[src/rtl/regfile_pkg.sv]
`default_nettype none
// ============================================================================
//  Module      : regfile_pkg
//  Description : Shared defaults and types for the register-file writeback
//                unit. DEF_ADDRESS_WIDTH / DEF_DATA_WIDTH are the default
//                register index and data widths; wb_entry_t is one pending
//                register write {rd, data}.
//  Revision    : 1.0 - initial release
// ============================================================================
package regfile_pkg;

    localparam int DEF_ADDRESS_WIDTH = 5;
    localparam int DEF_DATA_WIDTH    = 32;
    localparam int DEF_FIFO_DEPTH    = 4;

    typedef struct packed {
        logic [DEF_ADDRESS_WIDTH-1:0] rd;
        logic [DEF_DATA_WIDTH-1:0]    data;
    } wb_entry_t;

endpackage
`default_nettype wire

[src/rtl/regfile_writeback_wb_fifo.sv]
`default_nettype none
// ============================================================================
//  Module      : wb_fifo
//  Description : Circular writeback queue with two push ports and one pop.
//                Push 0 is written before push 1 in the same cycle, so push 0
//                is the older entry. The head is popped on every cycle the
//                queue is non-empty. With REGFILE_WB_BYPASS_EN defined the
//                storage, read pointer and count are exported for forwarding.
//  Ports       : clk, rst_n          clock, async active-low reset
//                i_push0_*           first (older) push: valid/rd/data
//                i_push1_*           second (younger) push: valid/rd/data
//                o_count             occupancy at cycle start
//                o_head_valid/rd/data  entry popped this cycle
//                o_rd_ptr, o_entry_rd, o_entry_data  (bypass build only)
//  Revision    : 1.0 - initial release
// ============================================================================
module wb_fifo #(
    parameter int ADDRESS_WIDTH = 5,
    parameter int DATA_WIDTH    = 32,
    parameter int FIFO_DEPTH    = 4,
    parameter int PW            = $clog2(FIFO_DEPTH),
    parameter int CW            = $clog2(FIFO_DEPTH) + 1
) (
    input  logic                     clk,
    input  logic                     rst_n,
    input  logic                     i_push0_valid,
    input  logic [ADDRESS_WIDTH-1:0] i_push0_rd,
    input  logic [DATA_WIDTH-1:0]    i_push0_data,
    input  logic                     i_push1_valid,
    input  logic [ADDRESS_WIDTH-1:0] i_push1_rd,
    input  logic [DATA_WIDTH-1:0]    i_push1_data,
    output logic [CW-1:0]            o_count,
    output logic                     o_head_valid,
    output logic [ADDRESS_WIDTH-1:0] o_head_rd,
    output logic [DATA_WIDTH-1:0]    o_head_data
`ifdef REGFILE_WB_BYPASS_EN
   ,output logic [PW-1:0]            o_rd_ptr,
    output logic [ADDRESS_WIDTH-1:0] o_entry_rd   [FIFO_DEPTH],
    output logic [DATA_WIDTH-1:0]    o_entry_data [FIFO_DEPTH]
`endif
);

    logic [ADDRESS_WIDTH-1:0] r_rd   [FIFO_DEPTH];
    logic [DATA_WIDTH-1:0]    r_data [FIFO_DEPTH];
    logic [PW-1:0]            r_wr_ptr;
    logic [PW-1:0]            r_rd_ptr;
    logic [CW-1:0]            r_count;

    logic                     w_pop;
    logic [PW-1:0]            w_wr_ptr1;
    logic [CW:0]              w_count_ext;

    assign w_pop = (r_count != '0);

    // The younger push lands one slot after the older one when both fire.
    assign w_wr_ptr1 = r_wr_ptr + {{(PW-1){1'b0}}, i_push0_valid};

    // One extra bit so an overflow is visible rather than wrapping.
    assign w_count_ext = {1'b0, r_count}
                       + {{CW{1'b0}}, i_push0_valid}
                       + {{CW{1'b0}}, i_push1_valid}
                       - {{CW{1'b0}}, w_pop};

    // Storage needs no reset: only slots covered by r_count are ever read.
    always_ff @(posedge clk) begin
        if (i_push0_valid) begin
            r_rd[r_wr_ptr]   <= i_push0_rd;
            r_data[r_wr_ptr] <= i_push0_data;
        end
        if (i_push1_valid) begin
            r_rd[w_wr_ptr1]   <= i_push1_rd;
            r_data[w_wr_ptr1] <= i_push1_data;
        end
    end

    always_ff @(posedge clk or negedge rst_n) begin
        if (!rst_n) begin
            r_wr_ptr <= '0;
            r_rd_ptr <= '0;
            r_count  <= '0;
        end else begin
            r_wr_ptr <= w_wr_ptr1 + {{(PW-1){1'b0}}, i_push1_valid};
            r_rd_ptr <= r_rd_ptr + {{(PW-1){1'b0}}, w_pop};
            r_count  <= w_count_ext[CW-1:0];
        end
    end

`ifndef SYNTHESIS
    // A load may only arrive on a full queue when the head is leaving.
    always_ff @(posedge clk) begin
        if (rst_n) begin
            assert (int'(w_count_ext) <= FIFO_DEPTH)
                else $error("wb_fifo: push on full queue without pop");
        end
    end
`endif

    assign o_count      = r_count;
    assign o_head_valid = w_pop;
    assign o_head_rd    = r_rd[r_rd_ptr];
    assign o_head_data  = r_data[r_rd_ptr];

`ifdef REGFILE_WB_BYPASS_EN
    assign o_rd_ptr     = r_rd_ptr;
    assign o_entry_rd   = r_rd;
    assign o_entry_data = r_data;
`endif

endmodule
`default_nettype wire

[src/rtl/regfile_writeback.sv]
`default_nettype none
// ============================================================================
//  Module      : regfile_writeback
//  Description : Writeback unit driving the register file write port.
//                Load returns (never back-pressured) and ALU results
//                (valid/ready) are merged into an in-order queue; one write
//                per cycle is issued on WE3/AD3/WD3. A per-register busy
//                scoreboard tracks loads in flight so decode can stall.
//                Optional macro REGFILE_WB_BYPASS_EN adds two forwarding
//                read ports (fwd1/fwd2) over the queue and output register.
//  Ports       : clk, rst_n                      clock, async active-low reset
//                alu_valid/ready/rd/data         ALU result handshake
//                ld_valid/rd/data                load data return
//                issue_valid/rd                  load issued to memory
//                WE3/AD3/WD3                     registered RF write port
//                busy                            registered load scoreboard
//                fwd*_rd/hit/data                bypass ports (macro only)
//  Revision    : 1.0 - initial release
// ============================================================================
module regfile_writeback
    import regfile_pkg::*;
#(
    parameter int ADDRESS_WIDTH = DEF_ADDRESS_WIDTH,
    parameter int DATA_WIDTH    = DEF_DATA_WIDTH,
    parameter int FIFO_DEPTH    = DEF_FIFO_DEPTH
) (
    input  logic                          clk,
    input  logic                          rst_n,
    input  logic                          alu_valid,
    output logic                          alu_ready,
    input  logic [ADDRESS_WIDTH-1:0]      alu_rd,
    input  logic [DATA_WIDTH-1:0]         alu_data,
    input  logic                          ld_valid,
    input  logic [ADDRESS_WIDTH-1:0]      ld_rd,
    input  logic [DATA_WIDTH-1:0]         ld_data,
    input  logic                          issue_valid,
    input  logic [ADDRESS_WIDTH-1:0]      issue_rd,
    output logic                          WE3,
    output logic [ADDRESS_WIDTH-1:0]      AD3,
    output logic [DATA_WIDTH-1:0]         WD3,
    output logic [(2**ADDRESS_WIDTH)-1:0] busy
`ifdef REGFILE_WB_BYPASS_EN
   ,input  logic [ADDRESS_WIDTH-1:0]      fwd1_rd,
    output logic                          fwd1_hit,
    output logic [DATA_WIDTH-1:0]         fwd1_data,
    input  logic [ADDRESS_WIDTH-1:0]      fwd2_rd,
    output logic                          fwd2_hit,
    output logic [DATA_WIDTH-1:0]         fwd2_data
`endif
);

    localparam int NREG = 2 ** ADDRESS_WIDTH;
    localparam int PW   = $clog2(FIFO_DEPTH);
    localparam int CW   = $clog2(FIFO_DEPTH) + 1;
    localparam logic [CW-1:0] C_READY_MAX = CW'(FIFO_DEPTH - 2);

    logic                     w_ld_push;
    logic                     w_alu_push;
    logic [CW-1:0]            w_count;
    logic                     w_head_valid;
    logic [ADDRESS_WIDTH-1:0] w_head_rd;
    logic [DATA_WIDTH-1:0]    w_head_data;
    logic [NREG-1:0]          w_busy_next;

    logic                     r_we3;
    logic [ADDRESS_WIDTH-1:0] r_ad3;
    logic [DATA_WIDTH-1:0]    r_wd3;
    logic [NREG-1:0]          r_busy;

    // Room for one ALU entry plus a possible same-cycle load.
    assign alu_ready  = (w_count <= C_READY_MAX);

    // Writes to x0 are dropped here so they never occupy a slot.
    assign w_ld_push  = ld_valid && (ld_rd != '0);
    assign w_alu_push = alu_valid && alu_ready && (alu_rd != '0);

`ifdef REGFILE_WB_BYPASS_EN
    logic [PW-1:0]            w_rd_ptr;
    logic [ADDRESS_WIDTH-1:0] w_entry_rd   [FIFO_DEPTH];
    logic [DATA_WIDTH-1:0]    w_entry_data [FIFO_DEPTH];
`endif

    wb_fifo #(
        .ADDRESS_WIDTH (ADDRESS_WIDTH),
        .DATA_WIDTH    (DATA_WIDTH),
        .FIFO_DEPTH    (FIFO_DEPTH),
        .PW            (PW),
        .CW            (CW)
    ) u_fifo (
        .clk           (clk),
        .rst_n         (rst_n),
        .i_push0_valid (w_ld_push),
        .i_push0_rd    (ld_rd),
        .i_push0_data  (ld_data),
        .i_push1_valid (w_alu_push),
        .i_push1_rd    (alu_rd),
        .i_push1_data  (alu_data),
        .o_count       (w_count),
        .o_head_valid  (w_head_valid),
        .o_head_rd     (w_head_rd),
        .o_head_data   (w_head_data)
`ifdef REGFILE_WB_BYPASS_EN
       ,.o_rd_ptr      (w_rd_ptr),
        .o_entry_rd    (w_entry_rd),
        .o_entry_data  (w_entry_data)
`endif
    );

    // Clear first, then set, so an issue and a return for the same register
    // in one cycle leave it busy (the new load is still outstanding).
    always_comb begin
        w_busy_next = r_busy;
        if (ld_valid) begin
            w_busy_next[ld_rd] = 1'b0;
        end
        if (issue_valid && (issue_rd != '0)) begin
            w_busy_next[issue_rd] = 1'b1;
        end
        w_busy_next[0] = 1'b0;
    end

    always_ff @(posedge clk or negedge rst_n) begin
        if (!rst_n) begin
            r_we3  <= 1'b0;
            r_ad3  <= '0;
            r_wd3  <= '0;
            r_busy <= '0;
        end else begin
            r_we3  <= w_head_valid;
            if (w_head_valid) begin
                r_ad3 <= w_head_rd;
                r_wd3 <= w_head_data;
            end
            r_busy <= w_busy_next;
        end
    end

    assign WE3  = r_we3;
    assign AD3  = r_ad3;
    assign WD3  = r_wd3;
    assign busy = r_busy;

`ifdef REGFILE_WB_BYPASS_EN
    logic [ADDRESS_WIDTH-1:0] w_fwd_rd   [2];
    logic                     w_fwd_hit  [2];
    logic [DATA_WIDTH-1:0]    w_fwd_data [2];

    assign w_fwd_rd[0] = fwd1_rd;
    assign w_fwd_rd[1] = fwd2_rd;

    for (genvar p = 0; p < 2; p++) begin : g_fwd
        // Scan oldest to youngest (output register, then head..tail) so the
        // last match, the youngest, supplies the data.
        always_comb begin
            w_fwd_hit[p]  = 1'b0;
            w_fwd_data[p] = '0;
            if (w_fwd_rd[p] != '0) begin
                if (r_we3 && (r_ad3 == w_fwd_rd[p])) begin
                    w_fwd_hit[p]  = 1'b1;
                    w_fwd_data[p] = r_wd3;
                end
                for (int i = 0; i < FIFO_DEPTH; i++) begin
                    if ((i < int'(w_count)) &&
                        (w_entry_rd[w_rd_ptr + PW'(i)] == w_fwd_rd[p])) begin
                        w_fwd_hit[p]  = 1'b1;
                        w_fwd_data[p] = w_entry_data[w_rd_ptr + PW'(i)];
                    end
                end
            end
        end
    end

    assign fwd1_hit  = w_fwd_hit[0];
    assign fwd1_data = w_fwd_data[0];
    assign fwd2_hit  = w_fwd_hit[1];
    assign fwd2_data = w_fwd_data[1];
`endif

endmodule
`default_nettype wire

[config.mk]
export PLATFORM = sky130hd
export DESIGN_NAME = regfile_writeback
export DESIGN_NICKNAME = d
export VERILOG_FILES = /design/src/rtl/regfile_pkg.sv /design/src/rtl/regfile_writeback_wb_fifo.sv /design/src/rtl/regfile_writeback.sv
export SDC_FILE = /design/constraint.sdc
export NUM_CORES = 1
export LEC_CHECK = 0
export CAP_MARGIN = 10
export CORE_ASPECT_RATIO = 1.5
export CORE_MARGIN = 5
export CORE_UTILIZATION = 40
export CTS_CLUSTER_DIAMETER = 30
export DETAILED_ROUTE_END_ITERATION = 7
export GPL_ROUTABILITY_DRIVEN = 0
export PLACE_DENSITY = 0.73
export SLEW_MARGIN = 20
export SYNTH_ARGS = -nofsm -noshare
export SYNTH_HDL_FRONTEND = slang
export SYNTH_SLANG_ARGS = --single-unit
[constraint.sdc]
create_clock -name clk -period 5.8 [get_ports clk]
set_input_delay 1.16 -clock clk [delete_from_list [all_inputs] [get_ports clk]]
set_output_delay 1.16 -clock clk [all_outputs]
set_load 0.005 [all_outputs]
==> reports/metrics.cfg, run 1 <==
[drt]
dr_wl_met3_um = 1500
via_per_inst = 5.34
drtIter0Drc = 322
dr.pass1.iters = 4
drc_errors = 0
vias = 6124
post_drt_wl_per_cell_um = 21.9
ant_nets = 0
wl_met2_um = 13500
wl_met1_um = 9590
wl_um = 25100
top_layer = met5

[place]
place_hpwl_um = 15600
port_buffers = 153
placed_area_um2 = 12200
dp.cells = 1076

[yosys]
syn_nets = 703
synth_flop_cell = edfxtp_1
yosysWarnings = 0
yosys-top-cells-area = edfxtp_1 (43%), mux2_2 (20%), dfrtp_1 (18%), mux4_2 (8.1%), o21ai_0 (3.0%)
synth-seq-cells = 224
synth_area_um2 = 10300
async_flop_share_pct = 33.9
syn_avg_cell_area_um2 = 16.8
syn_inst = 612
seq_area_frac_synth_pct = 61.6
yosys.area.top_type = edfxtp_1
synth_top_area_share_pct = 43.1
synth-edff-count = 148
ys_types = 33

[critical_path]
crit_slowest_cell = clkdlybuf4s50_1
worstPathMaxFanout = 29
required_ps = 5990
arrival_ps = 4510
worstPathCellList = clkdlybuf4s50_1 > or3_1 > o31ai_1 > inv_1 > ha_1 > nand2b_1 > nor3_2 > buf_4 > or2_2 > buf_12
critPathTopFamily = buffers and inverters
crit_type = input port to register
crit_path_end_kind = register
start_kind = input port
critPathBufInv = 4
max_stage_delay_ps = 600

[floorplan]
core-area_um2 = 25600
die_w_um = 141
rows = 72
die_y_um = 207
dieArea_um2 = 29100
initial_core_util_pct = 40.3
io_pins = 155

[global_route]
grt_start_max_net_pins = 56
track_usage_pct = 17.5
antenna_found_initial = 1
grt_pass1_wl_um = 39100
grt_pass1_vias = 6792
grt_overflow = 0

[timing]
grt_setup_unrepaired = false
setup_tns_ps = 0
post-route-min-period_ps = 4320
fmax_ghz = 0.231
fin_crit_sh_pct = 74.5
setup_viol = 0
fin_skew_ps = 22.1
finalHoldViolCount = 0
slew_viol_final = 0
worst_slew_pin_slew_ps = 1110
relSlewSlack_pct = 26.3

[clock_tree]
htreeDepth = 2
cts_buffers = 39
post_cts_resized = 0
cts_tree = yes
cts_max_path_buffers = 3
cts.clk_slew.worst_paths_ps = 50
cts_setup_buffers = 0
root_buffer = clkbuf_16
cts_sinks = 224
clock_latency_ps = 510
cts_hold_buf = 0

[min_path]
hold_class = register to register

[final_layout]
finalNetCount = 875
utilization_pct = 52.8
instances_no_fill = 1147
final_area_um2 = 13500
antenna_cells = 0
syn_to_final_growth_pct = 31.2
final_common_cell = mux2_2
drive_above_1_share_pct = 39.2
final_cell_mix = mux2_2 (181), clkdlybuf4s50_1 (152), edfxtp_1 (148), dfrtp_1 (74), o21ai_0 (62)

[run_status]
status = finished clean

[job]
max-cap-violations = 0

[power_and_ir_drop]
leakage_uw = 0.00478
cellPowerDensity_nw_per_um2 = 517
ir_worst_vdd_v = 0.000232

state kept, by name, indices dropped and copies added (netlist names):
name / cells
u_fifo.o_count: 3
WD3: 32
WE3: 1
busy: 31
u_fifo.r_wr_ptr: 2
AD3: 5
u_fifo.r_rd: 20
u_fifo.r_rd_ptr: 2
u_fifo.r_data: 128
cell usage after synthesis, types with 3 or more instances:
master,number
buf_2,8
buf_6,12
clkbuf_1,14
dfrtp_1,76
edfxtp_1,148
ha_1,5
inv_1,7
mux2_2,181
mux2_4,4
mux4_2,37
nand2_1,7
nand3_1,4
nand3b_1,10
nor2_1,5
nor3_1,6
o21ai_0,62
or3b_2,4
xnor2_1,3
layer usage:
metal	vias to the layer above	global-route usage, %
met5	-	0
met4	2	5.40
met3	38	4.61
met2	188	32.3
met1	3142	19.9
li1	2754	-
kinds of logic after synthesis:
family	count (synthesis)	synth area share [%]
xor+xnor	5	0.425
simple gates	44	2.50
mux	222	28.5
flops	224	61.6
other cells	1	0.0364
buf+inv	42	2.54
compound gates	67	3.44
fa+ha+maj	7	0.996
worst register-to-register path: cells and delay by family (launching register included):
| kind | cells | cell delay, ps |
|---|---|---|
| AND/OR/NAND/NOR | 3 | 910 |
| flip-flops | 1 | 410 |
| buffers and inverters | 2 | 620 |
| AO/OA/AOI/OAI | 1 | 210 |
stage by stage:
step / total power, uW / hold WS, ps / setup WS, ps
floorplan: 3840 / 473 / 1410
global placement: 4720 / 489 / 1100
detailed placement: 4770 / 494 / 958
CTS: 7100 / 506 / 1470
global route: 7340 / 519 / 1230
finish: 6990 / 501 / 1480
where the power goes:
part           leakage, uW  switching, uW  internal [uW]
clock network     0.000658            796           1500
logic              0.00185            891           1190
registers          0.00227            264           2350
final timing paths:
path | start | endpoint | slack (ps) | cells past startpoint
max | ld_rd[3] | u_fifo.r_data[0][10] | 1480 | 10
min | WD3[21] | WD3[21] | 500 | 1
max reg2reg | u_fifo.o_count[2] | u_fifo.r_data[0][10] | 3300 | 6
min reg2reg | WD3[21] | WD3[21] | 500 | 1
max in group asynchronous | rst_n | u_fifo.r_rd_ptr[0] | 4110 | 2
min in group asynchronous | rst_n | WD3[27] | 560 | 1
layout make-up:
class | count | area [um^2]
Clock inverter | 23 | 238
Clock buffer | 48 | 1100
Timing Repair Buffer | 166 | 1650
Fill cell | 2156 | 12100
Tap cell | 333 | 417
Sequential cell | 224 | 6350
Inverter | 7 | 26.3
Multi-Input combinational cell | 346 | 3730
Power figures use the tool's default switching activity.
==> inputs of run 2 (changes only) <==
PLACE_DENSITY = 0.75   (was 0.73)
clock period = 3.7 ns   (was 5.8 ns; I/O delays follow)
==> run 2 against run 1 <==
Net effect:
- sequential cell count unchanged
- largest cell class unchanged
- first-iteration DRC count is 29% lower
- global-route usage about the same
==> reports/metrics.cfg, run 2 (same netlist as run 1, synthesis figures left out) <==
[timing]
post-route-min-period_ps = 3220
fin_crit_sh_pct = 87.0
setup_tns_ps = 0  ; unchanged
fmax_ghz = 0.311
slew_viol_final = 0  ; unchanged
worst_slew_pin_slew_ps = 1080  ; -25.1 ps
setup_viol = 0  ; unchanged
grt_setup_unrepaired = false
fin_skew_ps = 10.2  ; -12.0 ps
relSlewSlack_pct = 28.0  ; +1.7 points
finalHoldViolCount = 0  ; unchanged

[floorplan]
die_y_um = 207  ; unchanged
die_w_um = 141  ; unchanged
rows = 72  ; unchanged
initial_core_util_pct = 40.3  ; unchanged
dieArea_um2 = 29100  ; unchanged
io_pins = 155  ; unchanged
core-area_um2 = 25600  ; unchanged

[critical_path]
crit_slowest_cell = clkdlybuf4s50_1
required_ps = 3940  ; -2050 ps
crit_path_end_kind = register
crit_type = input port to register
worstPathCellList = clkdlybuf4s50_1 > or3_1 > o31ai_1 > inv_1 > ha_1 > xor2_1 > nor3_2 > buf_4 > buf_12 > mux2_2
worstPathMaxFanout = 9  ; -69%
start_kind = input port
arrival_ps = 3450  ; -1060 ps
max_stage_delay_ps = 410  ; -190 ps

[final_layout]
drive_above_1_share_pct = 40.1  ; +0.88 points
n_fill_cell = 2093  ; -2.9%
largest_register_ffs = 128  ; unchanged
final_area_um2 = 13700  ; +1.6%
finalNetCount = 895  ; +2.3%
top_register = u_fifo.r_data
final_common_cell = mux2_2
final_cell_mix = mux2_2 (181), clkdlybuf4s50_1 (152), edfxtp_1 (148), dfrtp_1 (74), o21ai_0 (62)
antenna_cells = 0  ; unchanged
multiInputGateArea_um2 = 3730  ; unchanged
syn_to_final_growth_pct = 33.3
ff_latch_area_um2 = 6350  ; unchanged

[global_route]
grt_overflow = 0  ; unchanged
antenna_found_initial = 0  ; -1
grt_pass1_wl_um = 39300  ; +0.60%
grt_start_max_net_pins = 41  ; -27%
grt_pass1_vias = 6907  ; +1.7%
track_usage_pct = 17.5  ; -0.039 points

[clock_tree]
cts_sinks = 224  ; unchanged
cts_tree = yes
htreeDepth = 2  ; unchanged
cts_setup_buffers = 0  ; unchanged
clock_latency_ps = 490  ; -20 ps
post_cts_resized = 0  ; unchanged
root_buffer = clkbuf_16
cts_hold_buf = 0  ; unchanged
cts_buffers = 35  ; -10%
cts.clk_slew.worst_paths_ps = 50  ; about the same
cts_max_path_buffers = 3  ; unchanged

[power_and_ir_drop]
leakage_uw = 0.00486  ; +1.7%
ir_worst_vdd_v = 0.000396  ; +71%
cellPowerDensity_nw_per_um2 = 793  ; +53%

[drt]
drtIter0Drc = 229  ; -29%
wl_um = 25200  ; +0.27%
post_drt_wl_per_cell_um = 21.6  ; -1.2%
via_per_inst = 5.28  ; -1.1%
ant_nets = 0  ; unchanged
vias = 6144  ; +0.33%
drc_errors = 0  ; unchanged
dr.pass1.iters = 4  ; unchanged

[run_status]
status = finished clean

[place]
place_hpwl_um = 16600  ; +6.6%
port_buffers = 153  ; unchanged
placed_area_um2 = 12500  ; +2.9%

[job]
max-cap-violations = 0  ; unchanged

[min_path]
hold_class = input port to async pin

## run 2: cell count changes in the layout (fill, tap and decap cells not counted), moves of 4 or more
cell	previous run	this run
buf_12	2	16
clkbuf_1	2	7
clkbuf_16	41	37
buf_4	12	22
clkbuf_8	5	1
## run 2: critical path, delay by kind of cell
kind                     cells  cell delay [ps]
adder cells (fa/ha/maj)      1              230
XOR/XNOR                     1              190
AO/OA/AOI/OAI                1              390
AND/OR/NAND/NOR              2              700
buffers and inverters        4              870
multiplexers                 1              340
## run 2: cell type report
class | count | area share (%)
clock inverter | 19 | 1.70
sequential | 224 | 46.2
timing repair buffer | 190 | 14.6
tap | 333 | 3.03
clock buffer | 45 | 7.04
inverter | 7 | 0.191
multi-input combinational | 346 | 27.2
## run 2: path summary, 6_finish.rpt
path                              startpoint                  end  slack, ps  cells past startpoint
hold reg to reg                      WD3[14]              WD3[14]        500                      1
setup reg to reg           u_fifo.o_count[2]    u_fifo.o_count[2]       1390                      9
max in group asynchronous              rst_n             busy[30]       2700                      2
min in group clk                     WD3[14]              WD3[14]        500                      1
setup / recovery                    ld_rd[3]  u_fifo.r_data[1][5]        480                     10
hold / removal                         rst_n              WD3[29]        250                      1
## run 2: stage by stage
step / hold slack [ps] / utilization [%] / power, uW / cells / worst slack [ps]
2_1_floorplan: 444 / - / 6010 / 612 / 192
3_3_place_gp: 487 / 49.0 / 7630 / 1100 / 33.3
3_5_place_dp: 492 / 49.0 / 7720 / 1100 / -12.0
4_1_cts: 275 / 53.7 / 11100 / 1164 / 510
5_1_grt: 295 / 53.7 / 11400 / 1164 / 345
6_report: 254 / 53.7 / 10900 / 1164 / 483
## run 2: metal layers
layer | vias up | global-route usage, % | share of wire (%)
li1 | 2791 | - | -
met1 | 3140 | 19.9 | 38
met2 | 182 | 33.0 | 55
met3 | 31 | 3.87 | 5.1
met4 | 0 | 4.85 | 1.6
met5 | - | 0 | 0
## run 2: report_power, final
| group | total (uW) | internal (uW) | switching [uW] |
|---|---|---|---|
| Combinational | 3420 | 2070 | 1360 |
| Sequential | 4160 | 3670 | 490 |
| Clock | 3310 | 2140 | 1160 |
==> inputs of run 3 (changes only) <==
ABC_AREA = 1   (was unset)
==> run 3 against run 2 <==
Net effect:
- combinational power grew 32%
- via count increased by 53%
- sequential cell count unchanged
- hold slack got worse by 8.0 ps
- cell count up 46%
- total power rose by 5.0%
- largest cell class unchanged
- highest routed layer is now met5
==> reports/metrics.cfg, run 3 <==
[yosys]
synth_flop_cell = edfxtp_1
async_flop_share_pct = 33.9  ; unchanged
seq_area_frac_synth_pct = 58.8  ; -2.8 points
synth_top_area_share_pct = 41.2  ; -1.9 points
yosys.area.top_type = edfxtp_1
synth_area_um2 = 10800  ; +4.7%
yosysWarnings = 0  ; unchanged
synth-edff-count = 148  ; unchanged
synthTopCellsByCount = nand2_1 (388), nand3_1 (205), edfxtp_1 (148)
yosys-top-cells-area = edfxtp_1 (41%), dfrtp_1 (18%), nand2_1 (14%), nand3_1 (9.5%), o21ai_0 (6.4%)
synth-seq-cells = 224  ; unchanged
syn_avg_cell_area_um2 = 8.92  ; -47%
syn_inst = 1209  ; +98%
syn_nets = 1300  ; +85%
synth.most_common_cell = nand2_1
ys_types = 24  ; -27%

[global_route]
grt_overflow = 0  ; unchanged
track_usage_pct = 21.1  ; +3.6 points
grt_start_max_net_pins = 150  ; +270%
grt_pass1_vias = 9670  ; +40%
antenna_found_initial = 1  ; +1
grt_pass1_wl_um = 50700  ; +29%

[final_layout]
final_cell_mix = nand2_1 (387), nand3_1 (205), clkdlybuf4s50_1 (152), edfxtp_1 (148), o21ai_0 (133)
top_register = u_fifo.r_data
final_common_cell = nand2_1
finalNetCount = 1424  ; +59%
largest_register_ffs = 128  ; unchanged
drive_above_1_share_pct = 7.22  ; -33 points
syn_to_final_growth_pct = 27.0

[floorplan]
die_y_um = 211  ; +2.2%
core-area_um2 = 26600  ; +3.9%
die_w_um = 144  ; +2.2%
rows = 73  ; +1.4%
io_pins = 155  ; unchanged
dieArea_um2 = 30400  ; +4.4%
initial_core_util_pct = 40.6  ; +0.32 points

[drt]
wl_um = 32300  ; +28%
dr.pass1.iters = 6  ; +2
via_per_inst = 5.55  ; +5.1%
ant_nets = 0  ; unchanged
vias = 9409  ; +53%
drtIter0Drc = 775  ; +240%
drc_errors = 0  ; unchanged
post_drt_wl_per_cell_um = 19.1  ; -12%

[timing]
fmax_ghz = 0.355  ; +14%
setup_viol = 0  ; unchanged
fin_crit_sh_pct = 76.2  ; -11 points
worst_slew_pin_slew_ps = 793  ; -288 ps
grt_setup_unrepaired = false
fin_ws_ps = 881  ; +398 ps
fin_skew_ps = 17.3  ; +7.14 ps
slew_viol_final = 0  ; unchanged
holdWs_ps = 246  ; -8.01 ps
finalHoldViolCount = 0  ; unchanged
relSlewSlack_pct = 47.2  ; +19 points
post-route-min-period_ps = 2820  ; -398 ps

[critical_path]
crit_path_end_kind = register
start_kind = input port
required_ps = 3940  ; about the same
r2r-start = u_fifo.o_count[0]
crit_type = input port to register
rr_endpoint = u_fifo.o_count[2]
crit_start = ld_rd[0]
worstPathMaxFanout = 20  ; +11
reg2reg_slack_ps = 1260  ; -130 ps
worstRegToRegCells = 8  ; -1
arrival_ps = 3060  ; -390 ps

[power_and_ir_drop]
combinationalPowerShare_pct = 39.4  ; +8.0 points
intPower_uw = 6970  ; -12%
ir_worst_vdd_v = 0.000472  ; +19%
seqPwrFrac_pct = 35.1  ; -3.1 points
p_switching_uw = 4470  ; +49%
power_uw = 11400  ; +5.0%
p_sw_share_pct = 39.1  ; +11 points
p_clk_share_pct = 25.5  ; -4.9 points
cellPowerDensity_nw_per_um2 = 835  ; +5.3%
leakage_uw = 0.00570  ; +17%

[clock_tree]
cts_hold_buf = 0  ; unchanged
htreeDepth = 1  ; -1
cts_setup_buffers = 0  ; unchanged
root_buffer = clkbuf_16
cts_tree = yes
cts_max_path_buffers = 3  ; unchanged
cts_sinks = 224  ; unchanged
clock_latency_ps = 550  ; +60 ps
post_cts_resized = 0  ; unchanged
cts_buffers = 31  ; -11%
cts.clk_slew.worst_paths_ps = 60  ; about the same

[run_status]
status = finished clean

[place]
place_hpwl_um = 19700  ; +19%
port_buffers = 153  ; unchanged
dp_slack_ps = 333  ; +345 ps

[min_path]
hold_class = input port to async pin

[job]
max-cap-violations = 0  ; unchanged

==> run 3: cell count changes after synthesis, moves of 9 or more <==
| cell | change |
|---|---|
| inv_1 | +14 |
| nand2_1 | +381 |
| buf_2 | +33 |
| buf_4 | +9 |
| o22ai_1 | +37 |
| nor2_1 | +79 |
| mux4_2 | -37 |
| buf_6 | -11 |
| nand3b_1 | -10 |
| clkbuf_1 | +22 |
| o21ai_0 | +75 |
| nand3_1 | +201 |
| mux2_2 | -181 |
==> run 3: area by class of cell <==
cell class	instances	area (um^2)
fillers	2354	12900
flip-flops and latches	224	6350
multi-input cells	874	4010
repair buffers	179	1790
clock buffers	37	830
well taps	337	422
clock inverters	21	206
inverters	23	86.3
diodes	1	2.50
==> run 3: power groups by stage <==
stage / registers (uW) / logic (uW) / clock network, uW
floorplan: 4050 / 2550 / 0
global placement: 4040 / 4380 / 0
detailed placement: 4050 / 4500 / 0
CTS: 4020 / 4520 / 2950
global route: 4090 / 4940 / 3050
finish: 4010 / 4500 / 2920
==> run 3: routing by layer <==
layer / GRT usage (%) / vias up / wire length, um / share of wire [%]
met2: 37.3 / 511 / 16500 / 51
met4: 10.4 / 2 / 1450 / 4.5
met3: 4.39 / 115 / 3150 / 9.7
met5: 0 / - / 13 / 0.040
met1: 24.0 / 4375 / 11300 / 35
li1: - / 4406 / - / -
==> run 3: worst max path at each step <==
stage                     slack [ps]                   to
after floorplan                 -200  u_fifo.r_data[0][0]
after global placement           340  u_fifo.r_data[3][0]
after detailed placement         330  u_fifo.r_data[3][8]
after CTS                        890  u_fifo.r_data[3][4]
after global routing             710  u_fifo.r_data[3][4]
final                            880  u_fifo.r_data[3][4]
==> run 3: per-stage QoR <==
| step | cells | area (um^2) | util (%) | setup TNS, ps |
|---|---|---|---|---|
| 4_1_cts | 1695 | 13700 | 51.5 | 0 |
| 5_1_grt | 1695 | 13700 | 51.5 | 0 |
| 3_3_place_gp | 1637 | 12700 | 47.6 | 0 |
| 3_5_place_dp | 1637 | 12700 | 47.6 | 0 |
| 2_1_floorplan | 1209 | 10800 | - | -26670 |
| 6_report | 1696 | 13700 | 51.5 | 0 |
==> run 3: critical path, cell delays in order <==
cell	delay (ps)
clkdlybuf4s50_1	420
nor2_1	160
nand4_1	90
nand2_1	100
inv_1	70
ha_1	420
inv_1	150
nor2_4	130
nand4_1	150
o21ai_4	330
buf_12	270
==> run 3: cell families (layout without fill, tap and decap cells) <==
logic type                 count (synthesis)  count (layout)  share of synthesized area (%)
AOI/OAI and AO/OA                        177             177                           8.64
xor gates and xnor gates                   3               3                          0.244
adders and majority gates                  7               7                          0.951
buffers and inverters                    111             260                           4.76
DFF                                      224             224                           58.8
other                                      1               2                         0.0348
and+or+nand+nor                          686             686                           26.5
